### config.mk
export PLATFORM = sky130hd
export DESIGN_NAME = rq_add_stream
export DESIGN_NICKNAME = d
export VERILOG_FILES = /design/src/rtl/rq_pkg.sv /design/src/rtl/rq_coef_add.sv /design/src/rtl/rq_add_stream.sv
export SDC_FILE = /design/constraint.sdc
export NUM_CORES = 1
export LEC_CHECK = 0
export BUFFER_PORTS_ARGS = -buffer_cell sky130_fd_sc_hd__buf_2
export CORE_ASPECT_RATIO = 0.75
export CORE_MARGIN = 2
export CORE_UTILIZATION = 52
export CTS_CLUSTER_SIZE = 12
export DETAILED_ROUTE_END_ITERATION = 8
export HOLD_SLACK_MARGIN = 0.1
export PLACE_DENSITY = 0.87
export SETUP_SLACK_MARGIN = 0.1
export SKIP_CTS_REPAIR_TIMING = 1
export SLEW_MARGIN = 20
export SYNTH_ARGS = -nofsm -noshare
export SYNTH_HDL_FRONTEND = slang
export SYNTH_SLANG_ARGS = --single-unit
export TNS_END_PERCENT = 50
### constraint.sdc
create_clock -name clk -period 2.24 [get_ports clk]
set_input_delay 0.112 -clock clk [delete_from_list [all_inputs] [get_ports clk]]
set_output_delay 0.112 -clock clk [all_outputs]
set_load 0.05 [all_outputs]
### src/rtl/rq_pkg.sv
// Shared defaults and FSM state type for the Rq coefficient-add stream.
package rq_pkg;

  localparam int N_COEF_DEFAULT           = 701;
  localparam int NUM_WIDTH_LENGTH_DEFAULT = 13;

  typedef enum logic [1:0] {
    ST_IDLE = 2'd0,
    ST_RUN  = 2'd1,
    ST_DONE = 2'd2
  } rq_state_e;

endpackage

### src/rtl/rq_coef_add.sv
// Coefficient adder in Rq: the carry out of the top bit is dropped, giving the sum mod 2^width.
module rq_coef_add
  import rq_pkg::*;
#(
  parameter int NUM_WIDTH_LENGTH = NUM_WIDTH_LENGTH_DEFAULT
) (
  input  logic [NUM_WIDTH_LENGTH-1:0] i_a,
  input  logic [NUM_WIDTH_LENGTH-1:0] i_b,
  output logic [NUM_WIDTH_LENGTH-1:0] o_sum
);

  assign o_sum = i_a + i_b;

endmodule

### src/rtl/rq_add_stream.sv
// Streams two polynomials coefficient by coefficient and emits (a+b) mod q through a
// single-entry output register with valid/ready handshakes on both sides.
//
//   state   | meaning
//   --------+--------------------------------------------------
//   ST_IDLE | waiting for start; no handshakes accepted
//   ST_RUN  | accepting pairs and draining sums until last beat
//   ST_DONE | one-cycle done pulse, then back to idle
module rq_add_stream
  import rq_pkg::*;
#(
  parameter int N_COEF           = N_COEF_DEFAULT,
  parameter int NUM_WIDTH_LENGTH = NUM_WIDTH_LENGTH_DEFAULT
) (
  input  logic                        clk,
  input  logic                        rst_n,
  input  logic                        start,
  input  logic                        in_valid,
  output logic                        in_ready,
  input  logic [NUM_WIDTH_LENGTH-1:0] a_coef,
  input  logic [NUM_WIDTH_LENGTH-1:0] b_coef,
  output logic                        out_valid,
  input  logic                        out_ready,
  output logic [NUM_WIDTH_LENGTH-1:0] out_coef,
  output logic                        out_last,
  output logic                        busy,
  output logic                        done
);

  localparam int                CNT_W   = $clog2(N_COEF + 1);
  localparam logic [CNT_W-1:0]  LP_N    = CNT_W'(N_COEF);
  localparam logic [CNT_W-1:0]  LP_LAST = CNT_W'(N_COEF - 1);

  rq_state_e                   r_state;
  rq_state_e                   w_state_nxt;
  logic [CNT_W-1:0]            r_in_cnt;
  logic [CNT_W-1:0]            r_out_cnt;
  logic                        r_out_valid;
  logic                        r_out_last;
  logic [NUM_WIDTH_LENGTH-1:0] r_out_coef;
  logic [NUM_WIDTH_LENGTH-1:0] w_sum;
  logic                        w_in_ready;
  logic                        w_in_hs;
  logic                        w_out_hs;
  logic                        w_start_ok;

  rq_coef_add #(
    .NUM_WIDTH_LENGTH(NUM_WIDTH_LENGTH)
  ) u_coef_add (
    .i_a  (a_coef),
    .i_b  (b_coef),
    .o_sum(w_sum)
  );

  // A full output register may take a new pair in the same cycle it drains.
  assign w_in_ready = (r_state == ST_RUN) && (r_in_cnt < LP_N) &&
                      (!r_out_valid || out_ready);
  assign w_in_hs    = in_valid && w_in_ready;
  assign w_out_hs   = r_out_valid && out_ready;
  assign w_start_ok = (r_state == ST_IDLE) && start;

  always_ff @(posedge clk or negedge rst_n) begin
    if (!rst_n) begin
      r_state <= ST_IDLE;
    end else begin
      r_state <= w_state_nxt;
    end
  end

  always_comb begin
    w_state_nxt = r_state;
    unique case (r_state)
      ST_IDLE: if (start) w_state_nxt = ST_RUN;
      ST_RUN:  if (w_out_hs && r_out_last) w_state_nxt = ST_DONE;
      ST_DONE: w_state_nxt = ST_IDLE;
      default: w_state_nxt = ST_IDLE;
    endcase
  end

  always_ff @(posedge clk or negedge rst_n) begin
    if (!rst_n) begin
      r_in_cnt    <= '0;
      r_out_cnt   <= '0;
      r_out_valid <= 1'b0;
      r_out_last  <= 1'b0;
      r_out_coef  <= '0;
    end else if (w_start_ok) begin
      r_in_cnt    <= '0;
      r_out_cnt   <= '0;
      r_out_valid <= 1'b0;
      r_out_last  <= 1'b0;
    end else begin
      if (w_in_hs) begin
        r_in_cnt    <= r_in_cnt + 1'b1;
        r_out_coef  <= w_sum;
        r_out_valid <= 1'b1;
        r_out_last  <= (r_in_cnt == LP_LAST);
      end else if (w_out_hs) begin
        r_out_valid <= 1'b0;
        r_out_last  <= 1'b0;
      end
      if (w_out_hs) begin
        r_out_cnt <= r_out_cnt + 1'b1;
      end
    end
  end

  assign in_ready  = w_in_ready;
  assign out_valid = r_out_valid;
  assign out_coef  = r_out_coef;
  assign out_last  = r_out_last;
  assign busy      = (r_state != ST_IDLE);
  assign done      = (r_state == ST_DONE);

endmodule

==> results of run 1 <==
-- area by class of cell --
cell class	count	area [sq um]
fill	266	1142
multi-input combinational	155	1037
sequential	27	675.6
timing repair buffer	52	285.3
tap	40	50.05
clock buffer	3	41.29
inverter	7	26.28
clock inverter	1	7.507
-- worst paths after layout --
path	from	slack, ns	end	depth (start not counted)
worst max-delay path	r_state[1]	0.25	r_in_cnt[8]	5
worst min-delay path	start	0.12	r_state[0]	3
worst max register to register	r_state[1]	0.25	r_in_cnt[8]	5
worst min register to register	r_state[1]	0.47	r_state[0]	1
max in group asynchronous	rst_n	1.49	out_coef[3]	2
min in group asynchronous	rst_n	0.36	r_in_cnt[0]	2
-- worst max-delay path, stage by stage, from the launching register on --
cell	delay [ns]
sky130_fd_sc_hd__dfrtp_1	0.41
sky130_fd_sc_hd__and2b_1	0.26
sky130_fd_sc_hd__o2111ai_2	0.25
sky130_fd_sc_hd__or2_4	0.34
sky130_fd_sc_hd__or4_1	0.51
sky130_fd_sc_hd__a21oi_1	0.15
-- layer usage --
| layer | vias up | track usage, % |
|---|---|---|
| met5 | - | 0 |
| met4 | 0 | 3.774 |
| met3 | 2 | 4.236 |
| met2 | 53 | 33.95 |
| met1 | 744 | 30.48 |
| li1 | 800 | - |
-- cells by family (layout without fill, tap and decap cells) --
kind of cell | after synthesis | count (layout) | synth area share [%]
adders and majority gates | 16 | 16 | 11.81
DFF | 27 | 27 | 38.41
xor gates and xnor gates | 14 | 14 | 6.970
buffers and inverters | 12 | 63 | 2.773
AOI/OAI and AO/OA | 53 | 53 | 19.13
and+or+nand+nor | 72 | 72 | 20.91
-- registers in the layout, summed over array words and instances, names as in the netlist --
register   cells
r_state        2
out_last       1
r_in_cnt      10
out_valid      1
out_coef      13
-- placed cells by master (no fill, tap or decap), types with 6 or more instances in the layout --
master	synthesis	final
sky130_fd_sc_hd__buf_2	3	48
sky130_fd_sc_hd__nand2_1	24	24
sky130_fd_sc_hd__ha_1	15	15
sky130_fd_sc_hd__nor2_1	15	15
sky130_fd_sc_hd__a21oi_1	13	13
sky130_fd_sc_hd__xor2_1	6	6
sky130_fd_sc_hd__inv_1	7	7
sky130_fd_sc_hd__xnor2_1	8	8
sky130_fd_sc_hd__o21ai_1	11	11
sky130_fd_sc_hd__dfrtp_1	27	27
sky130_fd_sc_hd__o31ai_1	7	7
-- where the power goes --
part	internal [W]	total [W]	leakage, nW	switching [W]
Combinational	0.000211	0.000635	0.652	0.000424
Clock	0.000126	0.000285	0.0217	0.000158
Sequential	0.000585	0.000674	0.338	0.0000892
-- stage by stage --
step / util [%] / hold slack, ns
after floorplan: - / -0.1836
after global placement: 63.14 / 0.1475
after detailed placement: 63.14 / 0.1562
after CTS: 64.64 / -0.1570
after global routing: 65.02 / 0.1393
final: 65.02 / 0.1180
==> impl.org, run 1 <==
** Clock network
- TritonCTS built the clock tree.
- The clock passes through at most 2 buffers.
- TritonCTS created 3 clock buffers.
- Register clock-pin slew on the reported worst setup and hold paths :: 0.10 ns
- Worst skew pair latency :: 0.28 ns
- CTS Root Buffer Type :: sky130_fd_sc_hd__clkbuf_8
- In this run the number of H-tree levels came out at 1.
- Total clock sinks :: 27

** Placement
- Placed insts :: 280
- The HPWL after detailed placement is 3041 microns.
- In this run the cell area measured after placement is 2062 sq um.
- Timing analysis after detailed placement gives a worst setup slack of 0.1974 ns.
- Number of buffers inserted by port buffering :: 48
- RD Place Congestion :: 0.9211

** Logic synthesis
- Synth Cell Area :: 1759 sq um
- Average cell area after synthesis :: 9.068 sq um
- Prevailing post-synth register cell :: sky130_fd_sc_hd__dfrtp_1
- The synthesized netlist contains 42 unique library cells.
- Share of the synthesized area in the top cell type :: 38.41%
- Number of synthesized flops with an enable pin :: 0
- Synthesis produced 194 cells.
- The synthesized design spends more area on one cell type than any other, namely sky130_fd_sc_hd__dfrtp_1.
- Yosys instantiated no cell more often than sky130_fd_sc_hd__dfrtp_1.
- Async S/R FF share, synth :: 100.0%
- Yosys printed 0 warnings.
- List of most frequent post-synthesis cells :: 27 x sky130_fd_sc_hd__dfrtp_1, 24 x sky130_fd_sc_hd__nand2_1, 15 x sky130_fd_sc_hd__ha_1, 15 x sky130_fd_sc_hd__nor2_1, 13 x sky130_fd_sc_hd__a21oi_1
- Number of synthesized register bits :: 27
- When the netlist entered floorplanning its net count stood at 241.
- By area the synthesized netlist is led by sky130_fd_sc_hd__dfrtp_1 38%, sky130_fd_sc_hd__ha_1 11%, sky130_fd_sc_hd__nand2_1 5.1%, sky130_fd_sc_hd__xnor2_1 4.0%, sky130_fd_sc_hd__a21oi_1 3.7%.
- For this run, the register share of the synthesized area comes to 38.41%.

** STA
- The worst path meets setup with 0.2453 ns of slack.
- The max-slew violation count is 0.
- RSZ-0062 raised after global routing :: false
- Final period utilization :: 89.05%
- Headroom to the max-slew limit came out at 60.99%.
- Setup Viol. Count Final :: 0
- Final hold viol count :: 0
- For the pin with the worst max-slew slack, the measured transition is 0.5852 ns.
- For the finished layout, the period the worst path requires is 1.995 ns.
- Peak clock frequency supported by timing :: 0.5013 GHz
- The clock arrives with 0.01168 ns of skew.
- TNS Setup :: 0 ns

** Critical path
- Kind of end point of the critical path :: flop
- Data arrival time of the critical path :: 2.21 ns
- Critical Setup Path Class :: reg -> reg
- Along the worst path, the maximum fanout reaches 8.
- Required @ worst endpoint :: 2.45 ns
- The worst setup path is launched from a flop.

** Routing
- The detail route stage leaves a number of antenna-violating nets equal to 0.
- Initial DRC Count :: 71
- Metal2 WL :: 1722 microns
- Using the TritonRoute via totals, the vias-per-cell ratio works out to 5.611.
- The final route contains 1,599 vias.
- Wl on met1 :: 1833 microns
- Detailed routing placed a total of 230 microns of wire on met3.
- Signal routing reaches up to met4.
- DRC Markers :: 0
- For this run, the detailed router's first-pass iteration total came to 4.
- For this block, the routed nets add up to 3806 microns of wire.
- Dividing the detail-routed wire length by the instance count gives 13.35 microns.

** Global routing
- The number of global-route vias before repair came to 1,365.
- The initial antenna violation count is 0.
- For this run, the total global-route usage over all layers was measured as 21.19%.
- The first global-routing pass estimated 6320 microns of wire.
- Entering global routing, the biggest net connects 28 pins.
- Global routing finished with a remaining overflow of 0.

** Layout
- The finished layout holds 285 standard cells, fillers aside.
- # diodes :: 0
- Total Nets Final :: 293
- Cells with a size suffix above 1 make up 24.90% of the layout.
- Summed area of non-filler cells in the final layout :: 2123 sq um
- From synthesis to final layout, the design area changed by 20.70%.

** Die
- In this run the standard cell core region covers 3266 sq um.
- The floorplan step defined a die boundary enclosing 3869 sq um.
- Floorplan die height :: 54.37 microns
- For this design the top-level I/O count stands at 49.
- The initial utilization of the core area, before any placement, comes to 53.87%.
- Site row count :: 18
- From left edge to right edge, the die measures 71.16 microns.

** Job
- Across the run, the number of max-cap violations was 0.

** Power and ir drop
- Sum of internal, switching and leakage power :: 0.001593 W
- Dividing total power by cell area gives a power density of 750.4 nW/um^2.
- VDD sags by at most 0.0005649 V.
- Leakage Power :: 1.012 nW

** Outcome
- The flow ran to the end, and the final reports show no timing, DRC or antenna violations.

** Hold path
- Worst min path class :: in -> reg
Power figures use the tool's default switching activity.
==> run 2, diff against run 1 <==
--- a/config.mk
+++ b/config.mk
@@ -7,7 +7,7 @@
 export LEC_CHECK = 0
 export BUFFER_PORTS_ARGS = -buffer_cell sky130_fd_sc_hd__buf_2
 export CORE_ASPECT_RATIO = 0.75
-export CORE_MARGIN = 2
+export CORE_MARGIN = 10
 export CORE_UTILIZATION = 52
 export CTS_CLUSTER_SIZE = 12
 export DETAILED_ROUTE_END_ITERATION = 8
==> run 2 against run 1 <==
Effect of this change:
- worst setup slack better by 0.0095 ns
- combinational power hardly changed
- sequential power hardly changed
- routed wire length is 8.2% higher
==> impl.org, run 2 (synthesis gave the netlist of run 1 again) <==
** Outcome
- Status :: finished clean (unchanged)

** Die
- Die span in x :: 87.16 microns (was 71.16 microns)
- The effective utilization at floorplan was 53.87% (unchanged).
- The area of the placeable core came to 3266 sq um (unchanged).
- Site row count :: 18 (unchanged)
- The overall die height is 70.37 microns (was 54.37 microns).
- Floorplan die area :: 6133 sq um (was 3869 sq um)
- Number of ports placed on the die boundary :: 49 (unchanged)

** Global routing
- First-pass GRT wire length :: 6803 microns (was 6320 microns)
- Vias in the first global route :: 1,546 (was 1,365)
- Initial antenna violation count :: 0 (unchanged)
- Pin count of the biggest net entering global routing :: 30 (was 28)
- Gr usage total :: 13.00% (was 21.19%)
- The sum of overflow across all layers after global routing came to 0 (unchanged).

** Power and ir drop
- Internal portion of total power :: 0.0009146 W (was 0.0009222 W)
- Cell Pwr Density :: 750.5 nW/um^2 (was 750.4 nW/um^2)
- Sum of internal, switching and leakage power :: 0.001575 W (was 0.001593 W)
- Relative contribution of sequential cells to total power :: 42.8% (was 42.3%)
- Worst supply voltage drop on vdd :: 0.0004553 V (was 0.0005649 V)
- Clock network fraction of total power :: 16.9% (was 17.9%)
- The net switching power of the design is 0.0006603 W (was 0.0006710 W).
- The cell leakage power was 1.002 nW (was 1.012 nW).
- The proportion of power drawn by combinational gates came to 40.3% (was 39.8%).
- The switching power as a share of total power is 41.93% (was 42.12%).

** Layout
- The number of flip-flops under the largest register name was 13 (unchanged).
- The area overhead of the layout relative to synthesis came to 19.27% (was 20.70%).
- Most frequent standard cell in the layout excluding fill and tap cells :: sky130_fd_sc_hd__buf_2 (unchanged)
- The footprint of the flip-flops and latches is 675.6 sq um (unchanged).
- # diodes :: 0 (unchanged)
- Fraction of layout cells with a size suffix above 1 :: 24.18% (was 24.90%)
- The fill cell instance count of the final layout came to 288 (was 266).
- Top library cells by usage in the layout, fill and taps aside: 48 x sky130_fd_sc_hd__buf_2, 27 x sky130_fd_sc_hd__dfrtp_1, 24 x sky130_fd_sc_hd__nand2_1, 15 x sky130_fd_sc_hd__nor2_1, 15 x sky130_fd_sc_hd__ha_1 (unchanged).
- Combined area of the multi-input logic cells :: 1035 sq um (was 1037 sq um)
- The final net count came to 292 (was 293).

** Critical path
- The launch point of the worst path is r_in_cnt[6] (was r_state[1]).
- Kind of end point of the critical path :: flop (unchanged)
- The worst setup slack for register-to-register paths came to 0.25 ns (about the same).
- The critical path arrival is 2.18 ns (was 2.21 ns).
- Reg2Reg Launch Point :: r_in_cnt[6] (was r_state[1])
- The maximum net fanout on the critical path was 8 (unchanged).
- The capture point of the worst reg-to-reg path was r_in_cnt[8] (unchanged).
- The end of the critical path is r_in_cnt[8] (unchanged).
- Critical Setup Path Class :: reg -> reg (unchanged)
- FF-to-FF path depth :: 5 (unchanged)
- The startpoint type of the worst setup path was a flop (unchanged).
- The endpoint required time on the critical path was 2.43 ns (was 2.45 ns).

** STA
- RSZ-0062 raised after global routing: false (unchanged).
- TNS Setup :: 0 ns (unchanged)
- The worst clock skew is 0.002447 ns (was 0.01168 ns).
- Fin crit period :: 1.985 ns (was 1.995 ns)
- Setup Viol. Count Final :: 0 (unchanged)
- The slew at the pin with the worst max-slew slack was 0.5743 ns (was 0.5852 ns).
- The final-report hold violation count is 0 (unchanged).
- Final max-slew violation count :: 0 (unchanged)
- Relative slew slack :: 61.72% (was 60.99%)
- Final period utilization :: 88.63% (was 89.05%)
- The fmax was 0.5037 GHz (was 0.5013 GHz).

** Placement
- RD Place Congestion :: 0.9137 (was 0.9211)
- The detailed-placement wirelength estimate was 3374 microns (was 3041 microns).
- Number of buffers inserted by port buffering :: 48 (unchanged)

** Routing
- DRT Pass-1 Iters :: 4 (unchanged)
- Via-per-instance ratio :: 5.673 (was 5.611)
- DRT antenna net count :: 0 (unchanged)
- DR WL/cell :: 14.50 microns (was 13.35 microns)
- Initial DRC Count :: 128 (was 71)
- The overall via count from detail_route is 1,611 (was 1,599).
- The post-route DRC violation count is 0 (unchanged).
- Routed Wire Length :: 4118 microns (was 3806 microns)

** Clock network
- The maximum buffer depth of the clock tree was 2 (unchanged).
- Total clock sinks :: 27 (unchanged)
- The clock latency reported for the late side of the worst-skew pair came to 0.27 ns (was 0.28 ns).
- The maximum level of the CTS H-tree was 1 (unchanged).
- Register clock-pin slew on the reported worst setup and hold paths :: 0.08 ns (was 0.10 ns)
- Num CTS Buffers :: 3 (unchanged)
- The clock tree root buffer cell is sky130_fd_sc_hd__clkbuf_8 (unchanged).
- The clock tree from TritonCTS is built (unchanged).

** Hold path
- Cell depth of the worst min-delay path :: 3 (unchanged)
- The path class of the lowest-slack min-delay path was in -> reg (unchanged).

** Job
- The number of max-capacitance violations reported was 0 (unchanged).
[run 2: worst min path at each step]
stage                         start     endpoint
after global routing      out_ready   r_state[1]
final                         start   r_state[0]
after detailed placement      rst_n  out_coef[0]
after floorplan               rst_n  out_coef[0]
after global placement        rst_n  r_in_cnt[4]
after CTS                     rst_n  out_coef[0]
[run 2: power groups by stage]
stage	clock [W]	sequential [W]	combinational, W
2_1_floorplan	0	0.000861	0.000281
3_3_place_gp	0	0.000679	0.000619
3_5_place_dp	0	0.000682	0.000638
4_1_cts	0.000278	0.000674	0.000639
5_1_grt	0.000301	0.000692	0.000691
6_report	0.000266	0.000674	0.000635
[run 2: final cells by class]
type                    count  area share [%]
clock inverters             1          0.2385
multi-input cells         155           49.31
well taps                  40           2.385
inverters                   7           1.252
clock buffers               3           1.968
repair buffers             51           12.64
flip-flops and latches     27           32.20
[run 2: through the flow]
stage / hold WS, ns / std cells / setup WS [ns] / area, sq um / utilization, %
2_1_floorplan: -0.1836 / 194 / 0.2147 / 1759 / -
3_3_place_gp: 0.1486 / 279 / 0.3281 / 2042 / 62.53
3_5_place_dp: 0.1539 / 279 / 0.2734 / 2042 / 62.53
4_1_cts: -0.1488 / 283 / 0.2563 / 2088 / 63.95
5_1_grt: 0.1523 / 284 / 0.1179 / 2098 / 64.25
6_report: 0.1193 / 284 / 0.2548 / 2098 / 64.25
[run 2: worst max-delay path, cell delays in order, from the launching register on]
cell                        delay, ns
sky130_fd_sc_hd__dfrtp_1         0.47
sky130_fd_sc_hd__a21oi_2         0.21
sky130_fd_sc_hd__o2111ai_2       0.25
sky130_fd_sc_hd__or2_0           0.33
sky130_fd_sc_hd__or4_1           0.50
sky130_fd_sc_hd__a21oi_1         0.15
[run 2: per-layer routing]
layer	up-vias	track usage [%]	share of wire [%]
li1	799	-	-
met4	0	2.650	0.83
met5	-	0	0
met1	757	16.68	46
met2	51	20.63	46
met3	4	4.287	7.0
==> run 3, diff against run 2 <==
--- a/config.mk
+++ b/config.mk
@@ -5,7 +5,7 @@
 export SDC_FILE = /design/constraint.sdc
 export NUM_CORES = 1
 export LEC_CHECK = 0
-export BUFFER_PORTS_ARGS = -buffer_cell sky130_fd_sc_hd__buf_2
+export BUFFER_PORTS_ARGS = -buffer_cell sky130_fd_sc_hd__clkbuf_2
 export CORE_ASPECT_RATIO = 0.75
 export CORE_MARGIN = 10
 export CORE_UTILIZATION = 52
==> run 3 against run 2 <==
Effect of this change:
- register-to-register slack gained 0.07 ns
- via count shrank 1.8%
- first-iteration DRC count shrank 16%
- utilization grew 0.31 points
- total power grew 0.24%
- critical path depth is the same
- sequential share of layout area shrank 0.15 points
==> impl.org, run 3 (synthesis gave the netlist of run 1 again) <==
** Placement
- Placed insts :: 279 (unchanged)
- Estimated wirelength of the detail-placed design :: 3337 microns (was 3374 microns)
- The total of buffers placed on input and output ports came to 48 (unchanged).
- RD Place Congestion :: 0.8929 (was 0.9137)
- The area after detailed placement is 2042 sq um (unchanged).

** Power and ir drop
- Worst supply voltage drop on vdd :: 0.0003770 V (was 0.0004553 V)
- Cell Pwr Density :: 748.8 nW/um^2 (was 750.5 nW/um^2)
- The cell leakage power is 1.006 nW (was 1.002 nW).

** Routing
- DRC Markers :: 0 (unchanged)
- Routed Wire Length :: 4061 microns (was 4118 microns)
- The via density per instance is 5.570 (was 5.673).
- The overall via count from detail_route was 1,582 (was 1,611).
- DR WL/cell :: 14.30 microns (was 14.50 microns)
- The number of nets with antenna violations after routing came to 0 (unchanged).
- DRT Pass-1 Iters :: 4 (unchanged)
- The number of DRC markers after the initial detailed-route iteration is 107 (was 128).

** Die
- Floorplan die height :: 70.37 microns (unchanged)
- Core outline area :: 3266 sq um (unchanged)
- Die span in x :: 87.16 microns (unchanged)
- Initial Util :: 53.87% (unchanged)
- Floorplan die area :: 6133 sq um (unchanged)
- Site row count :: 18 (unchanged)
- Number of ports placed on the die boundary :: 49 (unchanged)

** STA
- RSZ-0062 raised after global routing: false (unchanged).
- Final max-slew violation count :: 0 (unchanged)
- The setup-violating endpoint count in the final report is 0 (unchanged).
- The final clock period utilization by the worst path came to 85.69% (was 88.63%).
- The fmax was 0.5210 GHz (was 0.5037 GHz).
- Fin crit period :: 1.919 ns (was 1.985 ns)
- The final setup TNS came to 0 ns (unchanged).
- Largest clock skew in the final design :: 0.01014 ns (was 0.002447 ns)
- The final-report hold violation count is 0 (unchanged).
- Slew at the pin closest to its max-slew limit :: 0.6564 ns (was 0.5743 ns)
- Relative slew slack :: 56.24% (was 61.72%)

** Layout
- Total Nets Final :: 292 (unchanged)
- The footprint of the flip-flops and latches was 675.6 sq um (unchanged).
- The number of standard cells in the final layout excluding fillers came to 284 (unchanged).
- The number of flip-flops under the largest register name was 13 (unchanged).
- The multi-input logic area came to 1046 sq um (was 1035 sq um).
- Fraction of layout cells with a size suffix above 1 :: 23.77% (was 24.18%)
- The final core area utilization came to 64.56% (was 64.25%).
- Filler Cells Inserted :: 285 (was 288)
- The final cell area excluding filler cells came to 2108 sq um (was 2098 sq um).
- The antenna diode count is 0 (unchanged).
- Area grow syn2layout :: 19.84% (was 19.27%)
- Top library cells by usage in the layout, fill and taps aside :: 48 x sky130_fd_sc_hd__clkbuf_2, 27 x sky130_fd_sc_hd__dfrtp_1, 24 x sky130_fd_sc_hd__nand2_1, 15 x sky130_fd_sc_hd__nor2_1, 15 x sky130_fd_sc_hd__ha_1 (was 48 x sky130_fd_sc_hd__buf_2, 27 x sky130_fd_sc_hd__dfrtp_1, 24 x sky130_fd_sc_hd__nand2_1, 15 x sky130_fd_sc_hd__nor2_1, 15 x sky130_fd_sc_hd__ha_1)
- Most frequent standard cell in the layout excluding fill and tap cells :: sky130_fd_sc_hd__clkbuf_2 (was sky130_fd_sc_hd__buf_2)

** Critical path
- The endpoint required time on the critical path came to 2.45 ns (was 2.43 ns).
- Kind of end point of the critical path :: flop (unchanged)
- Critical Setup Path Class :: reg -> reg (unchanged)
- The maximum net fanout on the critical path was 8 (unchanged).
- The startpoint type of the worst setup path is a flop (unchanged).
- The critical path arrival is 2.13 ns (was 2.18 ns).

** Clock network
- The maximum buffer depth of the clock tree is 2 (unchanged).
- The clock latency reported for the late side of the worst-skew pair was 0.27 ns (about the same).
- The clock net sink count was 27 (unchanged).
- The clock tree from TritonCTS is built (unchanged).
- Num CTS Buffers :: 3 (unchanged)
- Maximum level of the CTS H-tree :: 1 (unchanged)
- Register clock-pin slew on the reported worst setup and hold paths :: 0.09 ns (was 0.08 ns)
- The clock tree root buffer cell was sky130_fd_sc_hd__clkbuf_8 (unchanged).

** Global routing
- The pin count of the biggest net entering global routing was 30 (unchanged).
- The wire length of the first global-routing pass was 7072 microns (was 6803 microns).
- The total track usage is 13.46% (was 13.00%).
- Vias in the first global route :: 1,579 (was 1,546)
- Leftover overflow at the end of global routing :: 0 (unchanged)
- Initial antenna violation count :: 0 (unchanged)

** Outcome
- Status: finished clean (unchanged).

** Job
- The number of max-capacitance violations reported came to 0 (unchanged).

** Hold path
- Worst min path class :: in -> reg (unchanged)
## run 3: metrics by stage
step                      worst slack, ns  power, W  hold slack (ns)
after floorplan                    0.2147  0.001142          -0.1836
after global placement             0.3470  0.001299           0.1712
after detailed placement           0.3000  0.001315           0.1721
after CTS                          0.2748  0.001593          -0.1359
after global routing               0.1541  0.001685           0.1605
final                              0.3205  0.001579           0.1359
## run 3: final timing paths
path,startpoint,to,slack [ns],depth (start not counted)
worst max-delay path,r_in_cnt[6],r_in_cnt[8],0.32,5
worst min-delay path,start,r_state[0],0.14,3
max in group asynchronous,rst_n,out_coef[8],1.42,2
worst min register to register,r_state[1],r_state[0],0.47,1
worst max register to register,r_in_cnt[6],r_in_cnt[8],0.32,5
min in group asynchronous,rst_n,r_in_cnt[5],0.39,2
## run 3: layout make-up
type | count | share of cell area [%]
inverter | 7 | 1.246
timing repair buffer | 51 | 12.58
multi-input combinational | 155 | 49.61
sequential | 27 | 32.05
clock buffer | 4 | 2.137
tap | 40 | 2.374
## run 3: critical path, cell delays in order, from the launching register on
cell and delay (ns):
sky130_fd_sc_hd__dfrtp_1 0.48, sky130_fd_sc_hd__a21oi_2 0.24, sky130_fd_sc_hd__o2111ai_4 0.19, sky130_fd_sc_hd__or2_0 0.29, sky130_fd_sc_hd__or4_1 0.50, sky130_fd_sc_hd__a21oi_1 0.14
## run 3: where the power goes
group | internal, W | leakage (nW) | switching, W
combinational | 0.000204 | 0.645 | 0.000428
clock | 0.000127 | 0.0228 | 0.000142
sequential | 0.000585 | 0.338 | 0.0000929
## run 3: routing by layer
layer / up-vias / global-route usage, % / wire length [microns]
met4: 0 / 2.827 / 25
met5: - / 0 / 0
met2: 45 / 20.88 / 1879
met3: 4 / 4.867 / 322
li1: 798 / - / -
met1: 735 / 17.40 / 1833
